**config.mk**
```make
export PLATFORM = sky130hd
export DESIGN_NAME = tile_sequencer
export DESIGN_NICKNAME = d
export VERILOG_FILES = /design/src/rtl/pianotile_pkg.sv /design/src/rtl/tile_lfsr.sv /design/src/rtl/tile_sequencer.sv
export SDC_FILE = /design/constraint.sdc
export NUM_CORES = 1
export LEC_CHECK = 0
export ABC_AREA = 1
export BUFFER_PORTS_ARGS = -buffer_cell sky130_fd_sc_hd__buf_2
export CAP_MARGIN = 25
export CELL_PAD_IN_SITES_DETAIL_PLACEMENT = 1
export CELL_PAD_IN_SITES_GLOBAL_PLACEMENT = 1
export CORE_UTILIZATION = 50
export CTS_CLUSTER_DIAMETER = 150
export DETAILED_ROUTE_END_ITERATION = 12
export GPL_TIMING_DRIVEN = 0
export HOLD_SLACK_MARGIN = 0.06
export MAX_ROUTING_LAYER = met4
export PLACE_DENSITY_LB_ADDON = 0.1
export SLEW_MARGIN = 0
export SYNTH_ARGS = -nofsm -noshare
export SYNTH_HDL_FRONTEND = slang
export SYNTH_SLANG_ARGS = --single-unit
```
**constraint.sdc**
```tcl
create_clock -name clk -period 6 [get_ports clk]
set_input_delay 1.5 -clock clk [delete_from_list [all_inputs] [get_ports clk]]
set_output_delay 1.5 -clock clk [all_outputs]
set_load 0.1 [all_outputs]
```
**src/rtl/pianotile_pkg.sv**
```systemverilog
// Shared types and constants for the scrolling-tile game controller:
// game state encoding, lane count, pattern decode constants and the
// LFSR tap mask with its next-state helper.
package pianotile_pkg;

    typedef enum logic [1:0] {
        IDLE = 2'd0,
        PLAY = 2'd1,
        OVER = 2'd2
    } state_t;

    localparam int LANES = 3;

    // Pattern decode: an LFSR whose top two bits are both set yields an
    // empty column; otherwise the low two bits (mod 3) pick the lane.
    localparam logic [LANES-1:0] PAT_NONE      = 3'b000;
    localparam logic [1:0]       PAT_BLANK_SEL = 2'b11;
    localparam logic [LANES-1:0] PAT_LANE0     = 3'b001;
    localparam logic [LANES-1:0] PAT_LANE1     = 3'b010;
    localparam logic [LANES-1:0] PAT_LANE2     = 3'b100;

    // Taps 8,6,5,4 of the 8-bit Fibonacci LFSR (bits 7,5,4,3).
    localparam logic [7:0] LFSR_TAPS = 8'hB8;

    localparam logic [1:0] LIVES_INIT = 2'd3;

    // Shift left; XOR of the tapped bits feeds bit 0.
    function automatic logic [7:0] lfsr_next(input logic [7:0] s);
        return {s[6:0], ^(s & LFSR_TAPS)};
    endfunction

endpackage

```
**src/rtl/tile_lfsr.sv**
```systemverilog
// 8-bit Fibonacci LFSR used as the tile pattern source. Loads SEED on
// reset and advances one step whenever advance is high. Only the raw
// state is exported; pattern decoding lives in the sequencer.
module tile_lfsr
    import pianotile_pkg::*;
#(
    parameter logic [7:0] SEED = 8'hA5
) (
    input  logic       clk,
    input  logic       rst,
    input  logic       advance,
    output logic [7:0] value
);

    // Seed on reset, step on each scroll tick.
    always_ff @(posedge clk) begin
        if (rst) begin
            value <= SEED;
        end else if (advance) begin
            value <= lfsr_next(value);
        end
    end

endmodule

```
**src/rtl/tile_sequencer.sv**
```systemverilog
// Game controller for the 3-lane scrolling tile display: scroll timing,
// tile generation, hit-line judgment, scoring and the IDLE/PLAY/OVER FSM.
// Optional feature macro: LIVES_EN (adds a 2-bit lives counter and the
// lives output; a miss only ends the game when the last life is lost).
//
// Display strobe: shift_en is high for exactly one cycle per scroll step
// and data carries the newest column in that same cycle; the driver has
// no back-pressure, so there is no ready. data holds between strobes.
module tile_sequencer
    import pianotile_pkg::*;
#(
    parameter int         TICK_DIV = 2500000,
    parameter int         DEPTH    = 16,
    parameter int         LVL_PTS  = 16,
    parameter logic [7:0] SEED     = 8'hA5
) (
    input  logic             clk,
    input  logic             rst,
    input  logic             start,
    input  logic [LANES-1:0] key,
    output logic [LANES-1:0] data,
    output logic             shift_en,
    output logic [7:0]       score,
    output logic [1:0]       level,
    output logic             playing,
    output logic             game_over
`ifdef LIVES_EN
    ,
    output logic [1:0]       lives
`endif
);

    localparam int CW = $clog2(TICK_DIV + 1);

    state_t           state;
    logic [LANES-1:0] col [DEPTH];
    logic             hit;
    logic [CW-1:0]    cnt;
    logic [7:0]       lfsr_val;

    logic [LANES-1:0] head;
    logic [LANES-1:0] pat;
    logic             tick;
    logic             pending;
    logic             key_hit;
    logic             key_miss;
    logic             resolved;
    logic             tick_miss;
    logic             miss;
    logic             game_end;
    logic             do_shift;

    // Terminal count for a level; deep levels never drop below one cycle.
    function automatic logic [CW-1:0] term_of(input logic [1:0] lv);
        int p;
        p = TICK_DIV >> lv;
        if (p < 1) p = 1;
        return CW'(p - 1);
    endfunction

    // Speed level from score, capped at 3.
    function automatic logic [1:0] level_of(input logic [7:0] s);
        int q;
        q = int'(s) / LVL_PTS;
        return (q > 3) ? 2'd3 : 2'(q);
    endfunction

    // Column pattern from an LFSR value.
    function automatic logic [LANES-1:0] decode_pattern(input logic [7:0] s);
        logic [LANES-1:0] p;
        p = PAT_NONE;
        if (s[7:6] != PAT_BLANK_SEL) begin
            case (s[1:0])
                2'd1:    p = PAT_LANE1;
                2'd2:    p = PAT_LANE2;
                default: p = PAT_LANE0;
            endcase
        end
        return p;
    endfunction

    tile_lfsr #(.SEED(SEED)) u_lfsr (
        .clk     (clk),
        .rst     (rst),
        .advance (do_shift),
        .value   (lfsr_val)
    );

    // Hit-line judgment: key is judged first, then the tick sees the
    // updated flag. A wrong key also marks the tile resolved so the same
    // tile cannot cost a second miss at its tick.
    always_comb begin
        head      = col[0];
        tick      = (state == PLAY) && (cnt >= term_of(level));
        pending   = (state == PLAY) && (head != PAT_NONE) && !hit;
        key_hit   = pending && (key == head);
        key_miss  = pending && (key != head) && (key != PAT_NONE);
        resolved  = hit | key_hit | key_miss;
        tick_miss = tick && (head != PAT_NONE) && !resolved;
        miss      = key_miss | tick_miss;
`ifdef LIVES_EN
        game_end  = miss && (lives == 2'd1);
`else
        game_end  = miss;
`endif
        do_shift  = tick && !game_end;
        pat       = decode_pattern(lfsr_next(lfsr_val));
    end

    assign playing   = (state == PLAY);
    assign game_over = (state == OVER);

    // Game FSM with scroll timing, column queue, score and level.
    always_ff @(posedge clk) begin
        if (rst) begin
            state    <= IDLE;
            data     <= PAT_NONE;
            shift_en <= 1'b0;
            score    <= 8'd0;
            level    <= 2'd0;
            hit      <= 1'b0;
            cnt      <= '0;
            for (int i = 0; i < DEPTH; i++) col[i] <= PAT_NONE;
`ifdef LIVES_EN
            lives    <= LIVES_INIT;
`endif
        end else begin
            shift_en <= 1'b0;
            case (state)
                IDLE, OVER: begin
                    if (start) begin
                        state <= PLAY;
                        data  <= PAT_NONE;
                        score <= 8'd0;
                        level <= 2'd0;
                        hit   <= 1'b0;
                        cnt   <= '0;
                        for (int i = 0; i < DEPTH; i++) col[i] <= PAT_NONE;
`ifdef LIVES_EN
                        lives <= LIVES_INIT;
`endif
                    end
                end
                PLAY: begin
                    level <= level_of(score);
                    if (game_end) begin
                        state <= OVER;
                    end else begin
                        if (key_hit && (score != 8'hFF)) score <= score + 8'd1;
`ifdef LIVES_EN
                        if (miss) lives <= lives - 2'd1;
`endif
                        if (do_shift) begin
                            for (int i = 0; i < DEPTH - 1; i++) col[i] <= col[i+1];
                            col[DEPTH-1] <= pat;
                            data         <= pat;
                            shift_en     <= 1'b1;
                            hit          <= 1'b0;
                            cnt          <= '0;
                        end else begin
                            hit <= resolved;
                            cnt <= cnt + CW'(1);
                        end
                    end
                end
                default: state <= IDLE;
            endcase
        end
    end

endmodule

```
## Word-level counts from Yosys, hierarchy flattened

Memory sizes are Yosys's and may differ from the RTL's.
Cells that the tools add are included.

| word-level totals | value |
|---|---|
| flip-flop bits (word level) | 47 |
| latch bits | 0 |
| RAM bits | 48 |
| bits in read-only memories | 0 |
| input bits | 6 |
| word-level logic and storage cells | 156 |
| memories | 1 |

| operators by class | value |
|---|---|
| add/sub/neg operators | 3 |
| $mul | 0 |
| divide/modulo/power cells | 0 |
| $lt $le $gt $ge | 3 |
| equal/unequal tests | 13 |
| shift operators | 1 |
| mux-type cells | 68 |
| bitwise logic cells | 35 |
| reductions and logical operators | 24 |

Memory list:

| name | words | bits a word | rd ports | clocked after memory_dff | wr ports | line | source |
|---|---|---|---|---|---|---|---|
| col | 16 | 3 | 16 | 0 | 16 | tile_sequencer.sv:36 | `logic [LANES-1:0] col [DEPTH];` |

Operators by type and width:

| operator | number |
|---|---|
| 2-to-1 mux 3 bit | 36 |
| 2-to-1 mux 22 bit | 4 |
| case mux 22 bit (2 select lines) | 1 |
| OR 1 bit | 35 |
| less-than comparator 32 x 2 -> 1 bit (second input constant) | 1 |
| right shift 22 x 2 -> 32 bit (first input constant) | 1 |
| 2-to-1 mux 8 bit | 3 |
| adder 22 x 1 -> 22 bit (second input constant) | 1 |
| >= comparator 22 bit | 1 |
| subtractor 22 x 2 -> 22 bit (second input constant) | 1 |
| case mux 8 bit (2 select lines) | 1 |
| 2-to-1 mux 1 bit | 14 |
| case mux 3 bit (2 select lines) | 2 |
| logical AND 1 bit | 10 |
| adder 8 x 1 -> 8 bit (second input constant) | 1 |
| 2-to-1 mux 2 bit | 4 |
| != test 8 bit (second input constant) | 1 |
| case mux 2 bit (2 select lines) | 2 |
| AND reduction 4 bit | 2 |
| parity 8 bit | 1 |
| != test 2 x 1 -> 1 bit (second input constant) | 3 |
| != test 2 bit (second input constant) | 3 |
| nonzero test 3 bit | 2 |
| equality test 2 x 1 -> 1 bit (second input constant) | 2 |
| other kinds (11) | 15 |

## Depth between registers and ports, before layout

Gate-level depths: netlist of the first run.
An unclocked memory read counts as a cell.

| logic depth | value |
|---|---|
| depth after elaboration | 18 |
| mapped depth | 21 |
| depth with buffers taken out | 20 |

## By module

A second synthesis of the first run with hierarchy kept.

| unflattened totals | value |
|---|---|
| cells, all modules | 643 |
| area total of the unflattened synthesis | 5153.7 um^2 |

Modules (own cells, without submodules):

| module | times used | cells each | area each (um^2) |
|---|---|---|---|
| tile_sequencer | 1 | 595 | 4815.9 |
| tile_lfsr | 1 | 48 | 337.8 |

## Worst setup path after synthesis of the first run

OpenSTA, ideal clock, no wires.

| timing | value |
|---|---|
| kind | reg-to-reg |
| start point | register level[0] |
| end point | memory col[3][1] (netlist: col[0][10]), enable pin |
| arrival | 3.378 ns |
| slack | 2.160 ns |
| cell stages (with the launch flop) | 17 |
| path buffers | 0 |
| period minus slack after synthesis | 3.840 ns |
| cell sequence | dfxtp_1 inv_1 ha_1 nor4_1 nand3_1 o211ai_1 ha_1 nand2_1 inv_1 nand2_1 nand2_1 nand2_1 nand2_1 nand2_1 nand4_2 nand4_4 nand3_1 |

RTL lines:

| what | line | source |
|---|---|---|
| start: declaration | tile_sequencer.sv:24 | `output logic [1:0] level,` |
| start signal: assignment | tile_sequencer.sv:145 | `level <= level_of(score);` |
| end: declaration | tile_sequencer.sv:36 |  |

==> impl_metrics.ini, run 1 <==
[outcome]
status = completed

[logic_synthesis]
synth_area_sq_mm = 0.00528
synth-main-ff-cell = dfxtp_1
synth_fp_nets = 659
synth_seq_cells = 95
async_flop_share_pct = 0
synth_edf_count = 45
synthesis.instances = 619
ys_seq_area_share_pct = 44.6
ys_types = 36
synth_area_per_cell_sq_um = 8.53
ys.warnings.count = 0

[place]
gp_congestion = 0.832
port_buffers = 21
hpwl_microns = 9270

[worst_setup_path]
rrSetupSlack_ns = 2.38
reg2reg_from = level[1]
cp-startpoint = level[1]
worst-endpoint-required_ns = 5.90
setup.worst_path.start_class = register
arrival_ns = 3.52
crit_fanout = 18
endpoint_kind = register
path_class = register to register

[clock_network]
cts_tree = yes
holdBufCountCts = 0
cts_buffers = 9
post-cts-setup-buffers = 0
cts_buffer_depth = 2
clock-root-buffer = clkbuf_8
path_clk_slew_ns = 0.10
ctsResizeCount = 0
clock_latency_ns = 0.37
numClockSinks = 95
cts_max_level = 3

[floorplanning]
rows = 37
die-area_sq_mm = 0.0110
die_h_microns = 105
start_util_pct = 51.4
die_w_microns = 105
io_pins = 22
core_area_sq_mm = 0.0103

[drt]
vias = 4112
drtIter0Drc = 156
dr.pass1.iters = 4
routedWlPerCell_microns = 15.3
route.detailed.drc = 0
finalWirelength_microns = 12100
vias_per_cell = 5.19
ant_nets = 0

[final_layout]
drive_gt1_share_pct = 13.9
final_cell_mix = nand2_1, inv_1, nor2_1
antenna_cells = 0
area_growth_syn_to_layout_pct = 8.61
final_common_cell = nand2_1
num-nets-final = 692

[pwr]
clkPwrFrac_pct = 29.8
peakVddDrop_uv = 144
switching_share_pct = 29.9
intPower_uw = 889
total_leakage_power_nw = 2.36
pwr_density_cell_mw_per_mm2 = 221
p_comb_share_pct = 13.7
seqPwrFrac_pct = 56.5
p_switching_uw = 379

[grt]
grt_max_degree = 22
antenna_found_initial = 0
track_usage_pct = 25.0
grt_pass1_wl_microns = 20700
grt_overflow = 0
grt_pass1_vias = 4264

[timing]
finalHoldWorstSlack_ns = 0.479
fin_crit_sh_pct = 60.4
setup_tns_ns = 0
slew_viol_final = 0
finalHoldViolCount = 0
relSlewSlack_pct = 44.3
worstMarginPinSlew_ns = 0.833
finalSetupViolCount = 0
period_minus_slack_ns = 3.62
fin_skew_ns = 0.0122
rsz0062_at_grt = no
fmax_mhz = 276

[worst_hold_path]
worstHoldStart = u_lfsr.value[1]
hold_class = register to register

[job]
maxCapViolCount = 0
sequential cells by signal, indices dropped and copies added (netlist names):
| name | count |
|---|---|
| state | 2 |
| hit | 1 |
| level | 2 |
| col | 48 |
| cnt | 22 |
| score | 8 |
| shift_en | 1 |
| data | 3 |
| u_lfsr.value | 8 |
synthesized netlist by cell type, types with 2 or more instances:
cell / count / share of area [%]
a211oi_1: 4 / 0.57
dfxtp_1: 50 / 19
inv_1: 99 / 7.0
or2_2: 2 / 0.24
nor4_1: 3 / 0.36
clkbuf_1: 6 / 0.43
a31oi_1: 2 / 0.24
nand4_1: 10 / 1.2
edfxtp_1: 45 / 26
inv_2: 4 / 0.28
nand2_1: 122 / 8.7
a21oi_1: 48 / 4.6
o21ai_0: 11 / 1.0
xor2_1: 7 / 1.2
nor2_4: 31 / 6.6
nand3_1: 35 / 3.3
nor3_1: 9 / 0.85
o22ai_1: 2 / 0.24
o21ai_1: 4 / 0.38
buf_12: 3 / 1.1
nor2_1: 55 / 3.9
nand3b_1: 6 / 0.85
xnor2_1: 8 / 1.3
ha_1: 34 / 8.1
buf_2: 5 / 0.47
nor2_2: 3 / 0.36
nand4_2: 2 / 0.47
metrics by stage:
step,std cells,power [mW],area [sq um],setup WS (ns),util [%]
3_3_place_gp,776,0.896,5550,2.27,54.0
6_report,792,1.27,5730,2.38,55.8
5_1_grt,792,1.32,5730,1.98,55.8
4_1_cts,791,1.28,5720,2.02,55.6
2_1_floorplan,619,0.862,5280,2.16,-
3_5_place_dp,776,0.906,5550,2.02,54.0
metal layers:
metal,share of wire [%],up-vias,wire (microns),GRT usage [%]
met5,0,-,0,-
met1,46,2000,5630,31.0
met2,50,42,6100,42.0
li1,-,2058,-,-
met3,2.2,12,261,4.74
met4,1.0,0,127,6.04
worst max-delay path, stage by stage (launching register included):
cell and delay, ns:
dfxtp_1 0.47, inv_1 0.19, ha_1 0.22, nor3_1 0.29
inv_1 0.16, o211ai_1 0.16, ha_1 0.28, nand2_1 0.08
inv_1 0.04, nand2_1 0.06, nand2_1 0.05, nand2_1 0.06
nand2_1 0.08, nand2_1 0.08, nand4_2 0.15, nand4_4 0.17
nand3_1 0.61
kinds of logic (layout without fill, tap and decap cells):
family	after synthesis	in the layout	share of synthesized area (%)
AND/OR/NAND/NOR	282	282	27.7
buffers and inverters	119	156	9.72
XOR/XNOR	15	15	2.49
AO/OA/AOI/OAI	74	74	7.49
flip-flops	95	95	44.6
adder cells (fa/ha/maj)	34	34	8.06
cell type report:
class | count | area, sq um
Sequential cell | 95 | 2350
Timing Repair Buffer | 22 | 120
Clock buffer | 10 | 128
Buffer | 16 | 126
Clock inverter | 5 | 36.3
Inverter | 103 | 387
Fill cell | 1292 | 4550
Multi-Input combinational cell | 405 | 2410
Tap cell | 136 | 170
power groups by stage:
stage / Sequential [mW] / Clock [mW] / Combinational [mW]
floorplan: 0.777 / 0 / 0.0856
global placement: 0.730 / 0 / 0.167
detailed placement: 0.732 / 0 / 0.174
CTS: 0.717 / 0.387 / 0.175
global route: 0.720 / 0.408 / 0.191
finish: 0.716 / 0.378 / 0.174
worst paths after layout:
| path | endpoint | cells past startpoint |
|---|---|---|
| worst max-delay path | col[1][15] | 16 |
| worst min-delay path | u_lfsr.value[2] | 2 |
| worst max register to register | col[1][15] | 16 |
| worst min register to register | u_lfsr.value[2] | 2 |
Note: power is estimated with default switching activity, not from simulation.
==> inputs of run 2 (changes only) <==
CORE_UTILIZATION = 47   (was 50)
clock period = 3.35 ns   (was 6 ns; I/O delays follow)
==> impl_metrics.ini, run 2 (synthesized netlist as in run 1, its figures left out) <==
[worst_setup_path]
setup.worst_path.start_class = register
rrSetupSlack_ns = 0.23
cpMaxStageDelayCell = dfxtp_2
arrival_ns = 3.36
cp-startpoint = level[1]
worst-endpoint-required_ns = 3.59
timing.rr.end = col[1][19]
crit_fanout = 10
reg2reg_from = level[1]
slowest_delay_ns = 0.42
path_class = register to register
endpoint_kind = register
r2r_cells = 17
path_cells = inv_2, ha_1, inv_1, nand3_1, o211ai_1, ha_1, nand2_1, nor2_1, nand2_1, nand3b_1, nand4_2, nand4_4, nor2_2, inv_2, buf_6, buf_12, nor2_4

[final_layout]
area_growth_syn_to_layout_pct = 9.53
final_cell_mix = nand2_1, inv_1, nor2_1
post-route-util_pct = 53.1
top_register = col
drive_gt1_share_pct = 15.0
top_regs = col x48, cnt x22
fill_cells = 1339
largest_reg_flops = 48
final_common_cell = nand2_1
antenna_cells = 0
num-nets-final = 694
final_area_sq_mm = 0.00578

[worst_hold_path]
hold_class = register to register
hold_end = u_lfsr.value[3]
worstHoldStart = u_lfsr.value[2]
worstHoldPathCells = 2

[clock_network]
clock-root-buffer = clkbuf_8
cts_buffers = 9
cts_buffer_depth = 2
cts_tree = yes
numClockSinks = 95
clock_latency_ns = 0.39
path_clk_slew_ns = 0.10
cts_max_level = 3

[drt]
dr.pass1.iters = 4
vias_per_cell = 5.14
drtIter0Drc = 118
routedWlPerCell_microns = 15.0
vias = 4105
ant_nets = 0
finalWirelength_microns = 12000
route.detailed.drc = 0

[timing]
slew_viol_final = 0
finalHoldViolCount = 0
period_minus_slack_ns = 3.12
worstMarginPinSlew_ns = 0.633
fmax_mhz = 321
relSlewSlack_pct = 57.8
timing.final.ws_setup_ns = 0.232
fin_crit_sh_pct = 93.1
finalHoldWorstSlack_ns = 0.481
fin_skew_ns = 0.0154
finalSetupViolCount = 0

[floorplanning]
io_pins = 22
die-area_sq_mm = 0.0117
die_h_microns = 108
start_util_pct = 48.5
die_w_microns = 108
core_area_sq_mm = 0.0109
rows = 38

[grt]
grt_pass1_wl_microns = 19900
grt_overflow = 0
antenna_found_initial = 0
track_usage_pct = 23.2
grt_pass1_vias = 4263
grt_max_degree = 22

[job]
maxCapViolCount = 0

[place]
gp_congestion = 0.833
placed_area_sq_mm = 0.00557
dp_slack_ns = -0.294
port_buffers = 21
hpwl_microns = 9030

[outcome]
status = completed

[pwr]
peakVddDrop_uv = 291
pwr_density_cell_mw_per_mm2 = 395
p_total_mw = 2.28
total_leakage_power_nw = 2.36
-- run 2: area by class of cell --
| class | instances | area (sq um) | share of cell area [%] |
|---|---|---|---|
| Multi-Input combinational cell | 405 | 2440 | 42.3 |
| Sequential cell | 95 | 2360 | 40.8 |
| Inverter | 103 | 387 | 6.69 |
| Tap cell | 140 | 175 | 3.03 |
| Clock buffer | 10 | 128 | 2.21 |
| Timing Repair Buffer | 24 | 128 | 2.21 |
| Buffer | 16 | 126 | 2.19 |
| Clock inverter | 5 | 37.5 | 0.649 |
-- run 2: repair_timing --
action,in CTS,in global routing
endpoints found under the setup margin,39,89
hold buffers,0,0
gates resized for setup,4,2
buffers inserted,0,3
-- run 2: report_power, final --
part | internal, mW | leakage (nW) | switching (mW)
sequential | 1.26 | 0.897 | 0.0242
combinational | 0.0657 | 1.39 | 0.247
clock | 0.267 | 0.0783 | 0.419
total | 1.59 | 2.36 | 0.690
-- run 2: worst max-delay path by stage --
stage	end	slack, ns	depth (start not counted)
after CTS	col[1][19]	0.09	21
final	col[1][19]	0.23	17
after detailed placement	col[1][15]	-0.29	17
after floorplan	col[1][10]	0.02	16
after global routing	col[1][19]	-0.008	21
after global placement	col[1][18]	-0.18	17
-- run 2: worst max-delay path, delay by kind of cell, from the launching register on --
| kind | cells | cell delay [ns] |
|---|---|---|
| buffers and inverters | 5 | 0.60 |
| AO/OA/AOI/OAI | 1 | 0.10 |
| AND/OR/NAND/NOR | 9 | 1.16 |
| adder cells (fa/ha/maj) | 2 | 0.68 |
| flip-flops | 1 | 0.42 |
-- run 2: routing by layer --
layer,GRT usage (%),vias up,part of all wire (%)
met4,10.1,0,1.9
li1,-,2074,-
met1,27.6,1973,47
met3,3.25,17,1.9
met5,-,-,0
met2,39.1,41,50
-- run 2: through the flow --
stage | cells | setup TNS (ns)
6_report | 798 | 0
5_1_grt | 798 | -0.0440
4_1_cts | 795 | 0
3_5_place_dp | 780 | -6.13
3_3_place_gp | 780 | -3.16
2_1_floorplan | 619 | 0
==> inputs of run 3 (changes only) <==
SYNTH_HIERARCHICAL = 1   (was default)
==> impl_metrics.ini, run 3 <==
[outcome]
status = completed

[clock_network]
cts_max_level = 3
path_clk_slew_ns = 0.10
clock-root-buffer = clkbuf_8
cts_buffer_depth = 2
cts_tree = yes
clock_latency_ns = 0.38
numClockSinks = 95
cts_buffers = 9

[worst_hold_path]
hold_class = register to register
worstHoldPathCells = 2

[final_layout]
top_register = col
antenna_cells = 0
regArea_sq_mm = 0.00236
fin_cells = 824
drive_gt1_share_pct = 12.1
largest_reg_flops = 48
top_regs = col x48, cnt x22
num-nets-final = 723
final_cell_mix = nand2_1, inv_1, nor2_1
area_growth_syn_to_layout_pct = 11.9
fill_cells = 1343
multi_input_area_sq_mm = 0.00235
final_common_cell = nand2_1

[logic_synthesis]
synth_fp_nets = 683
synth-main-ff-cell = dfxtp_1
ys.warnings.count = 6
synth_edf_count = 45
yosys-top-cells-area = edfxtp_1, dfxtp_1, nand2_1
synth_most_common_cell = nand2_1
post-synth-top-area-cell = edfxtp_1
synth_top_area_share_pct = 26.2
async_flop_share_pct = 0
synthTopCellsByCount = nand2_1, inv_1, nor2_1, dfxtp_1, edfxtp_1
ys_seq_area_share_pct = 45.6
synthesis.instances = 643
synth_area_per_cell_sq_um = 8.02
synth_area_sq_mm = 0.00515
synth_seq_cells = 95
ys_types = 38

[floorplanning]
rows = 37
die-area_sq_mm = 0.0114
start_util_pct = 49.3
core_area_sq_mm = 0.0105
die_w_microns = 107
io_pins = 22
die_h_microns = 107

[pwr]
switching_share_pct = 31.0
clkPwrFrac_pct = 29.7
seqPwrFrac_pct = 54.7
p_comb_share_pct = 15.7
p_total_mw = 2.35
peakVddDrop_uv = 301
total_leakage_power_nw = 2.48
pwr_density_cell_mw_per_mm2 = 408
p_switching_uw = 729
intPower_mw = 1.62

[worst_setup_path]
crit_fanout = 21
path_cells = clkinvlp_4, ha_4, nor2_1, nand3_1, o311ai_2, ha_1, nand2_1, inv_1, nand2_1, nand2_1, nand2_1, nand2_1, nand2_1, nand4_4, nand4_4, buf_6, buf_8, nand2_8
cp.buffers_inverters = 4
endpoint_kind = register
path_class = register to register
cpMaxStageDelayCell = dfxtp_4
cp_num_cells = 18
crit_family = simple AND/OR/NAND/NOR gates
slowest_delay_ns = 0.40
setup.worst_path.start_class = register
worst-endpoint-required_ns = 3.43
rrSetupSlack_ns = 0.20
arrival_ns = 3.24
cpMostUsedCell = nand2_1
r2r_cells = 18

[drt]
vias_per_cell = 5.17
ant_nets = 0
route.detailed.drc = 0
dr.pass1.iters = 5
vias = 4263
routedWlPerCell_microns = 14.9
finalWirelength_microns = 12200
drtIter0Drc = 143

[grt]
grt_max_degree = 22
antenna_found_initial = 0
grt_overflow = 0
grt_pass1_wl_microns = 20600
track_usage_pct = 23.8
grt_pass1_vias = 4310

[timing]
fin_skew_ns = 0.0135
finalSetupViolCount = 0
finalHoldViolCount = 0
fmax_mhz = 317
worstMarginPinSlew_ns = 0.736
relSlewSlack_pct = 50.7
fin_crit_sh_pct = 94.2
slew_viol_final = 0
period_minus_slack_ns = 3.15
rsz0062_at_grt = no

[job]
maxCapViolCount = 0

[place]
dp.cells = 800
gp_congestion = 0.838
hpwl_microns = 9160
port_buffers = 21
==> run 3: cell count changes after synthesis, sizes merged, moves of 4 or more <==
cell	previous run	this run
inv	103	115
nand3	36	24
nand2	123	142
a21oi	48	42
nor3	9	13
nor2	89	95
==> run 3: layout make-up <==
type / count / share of cell area [%]
multi-input combinational: 418 / 40.8
sequential: 95 / 40.9
buffer: 14 / 1.82
inverter: 116 / 7.72
clock buffer: 10 / 2.21
clock inverter: 6 / 0.759
tap: 136 / 2.95
timing repair buffer: 29 / 2.86
==> run 3: power by group through the flow <==
stage	Combinational (mW)	Clock [mW]	Sequential [mW]
final	0.369	0.698	1.29
after global routing	0.402	0.756	1.29
after CTS	0.352	0.716	1.29
after detailed placement	0.343	0	1.31
after global placement	0.333	0	1.31
after floorplan	0.163	0	1.41
==> run 3: worst reg2reg max path: cells and delay by family (launching register included) <==
family	cells	cell delay, ns
compound gates	1	0.29
fa+ha+maj	2	0.57
buf+inv	4	0.55
flops	1	0.40
simple gates	11	1.04
==> run 3: kinds of logic (layout without fill, tap and decap cells) <==
kind of cell / after synthesis / count (layout) / share of synthesized area [%]
fa+ha+maj: 34 / 34 / 8.25
buf+inv: 130 / 175 / 10.3
simple gates: 293 / 293 / 25.0
compound gates: 75 / 75 / 8.11
flops: 95 / 95 / 45.6
xor+xnor: 16 / 16 / 2.72
==> run 3: what timing repair did <==
item | 4_1_cts | 5_1_grt
pin swaps | 0 | 0
buffers inserted | 0 | 8
resized for setup | 11 | 7
endpoints found under the setup margin | 102 | 97
hold buffers | 0 | 0
==> run 3: layer usage <==
metal  up-vias  global-route usage, %  part of all wire (%)
li1       2136                      -                     -
met1      2071                   29.9                    47
met2        49                   39.7                    50
met3         7                   4.68                   2.3
met4         0                   5.58                  0.87
met5         -                      -                     0
==> run 3: per-stage QoR <==
stage	area (sq um)	utilization (%)	worst slack [ns]	hold slack, ns	TNS [ns]
finish	5770	55.1	0.196	0.467	0
global route	5770	55.1	0.00704	0.516	0
CTS	5680	54.2	0.0165	0.473	0
detailed placement	5440	52.0	-0.519	0.448	-23.65
global placement	5440	52.0	-0.449	0.434	-19.08
floorplan	5170	-	0.0759	0.424	0
==> run 3: final timing paths <==
check	end	start
worst max-delay path	col[0][15]	level[1]
worst min-delay path	u_lfsr/value[2]	u_lfsr/value[2]
worst max register to register	col[0][15]	level[1]
worst min register to register	u_lfsr/value[2]	u_lfsr/value[2]
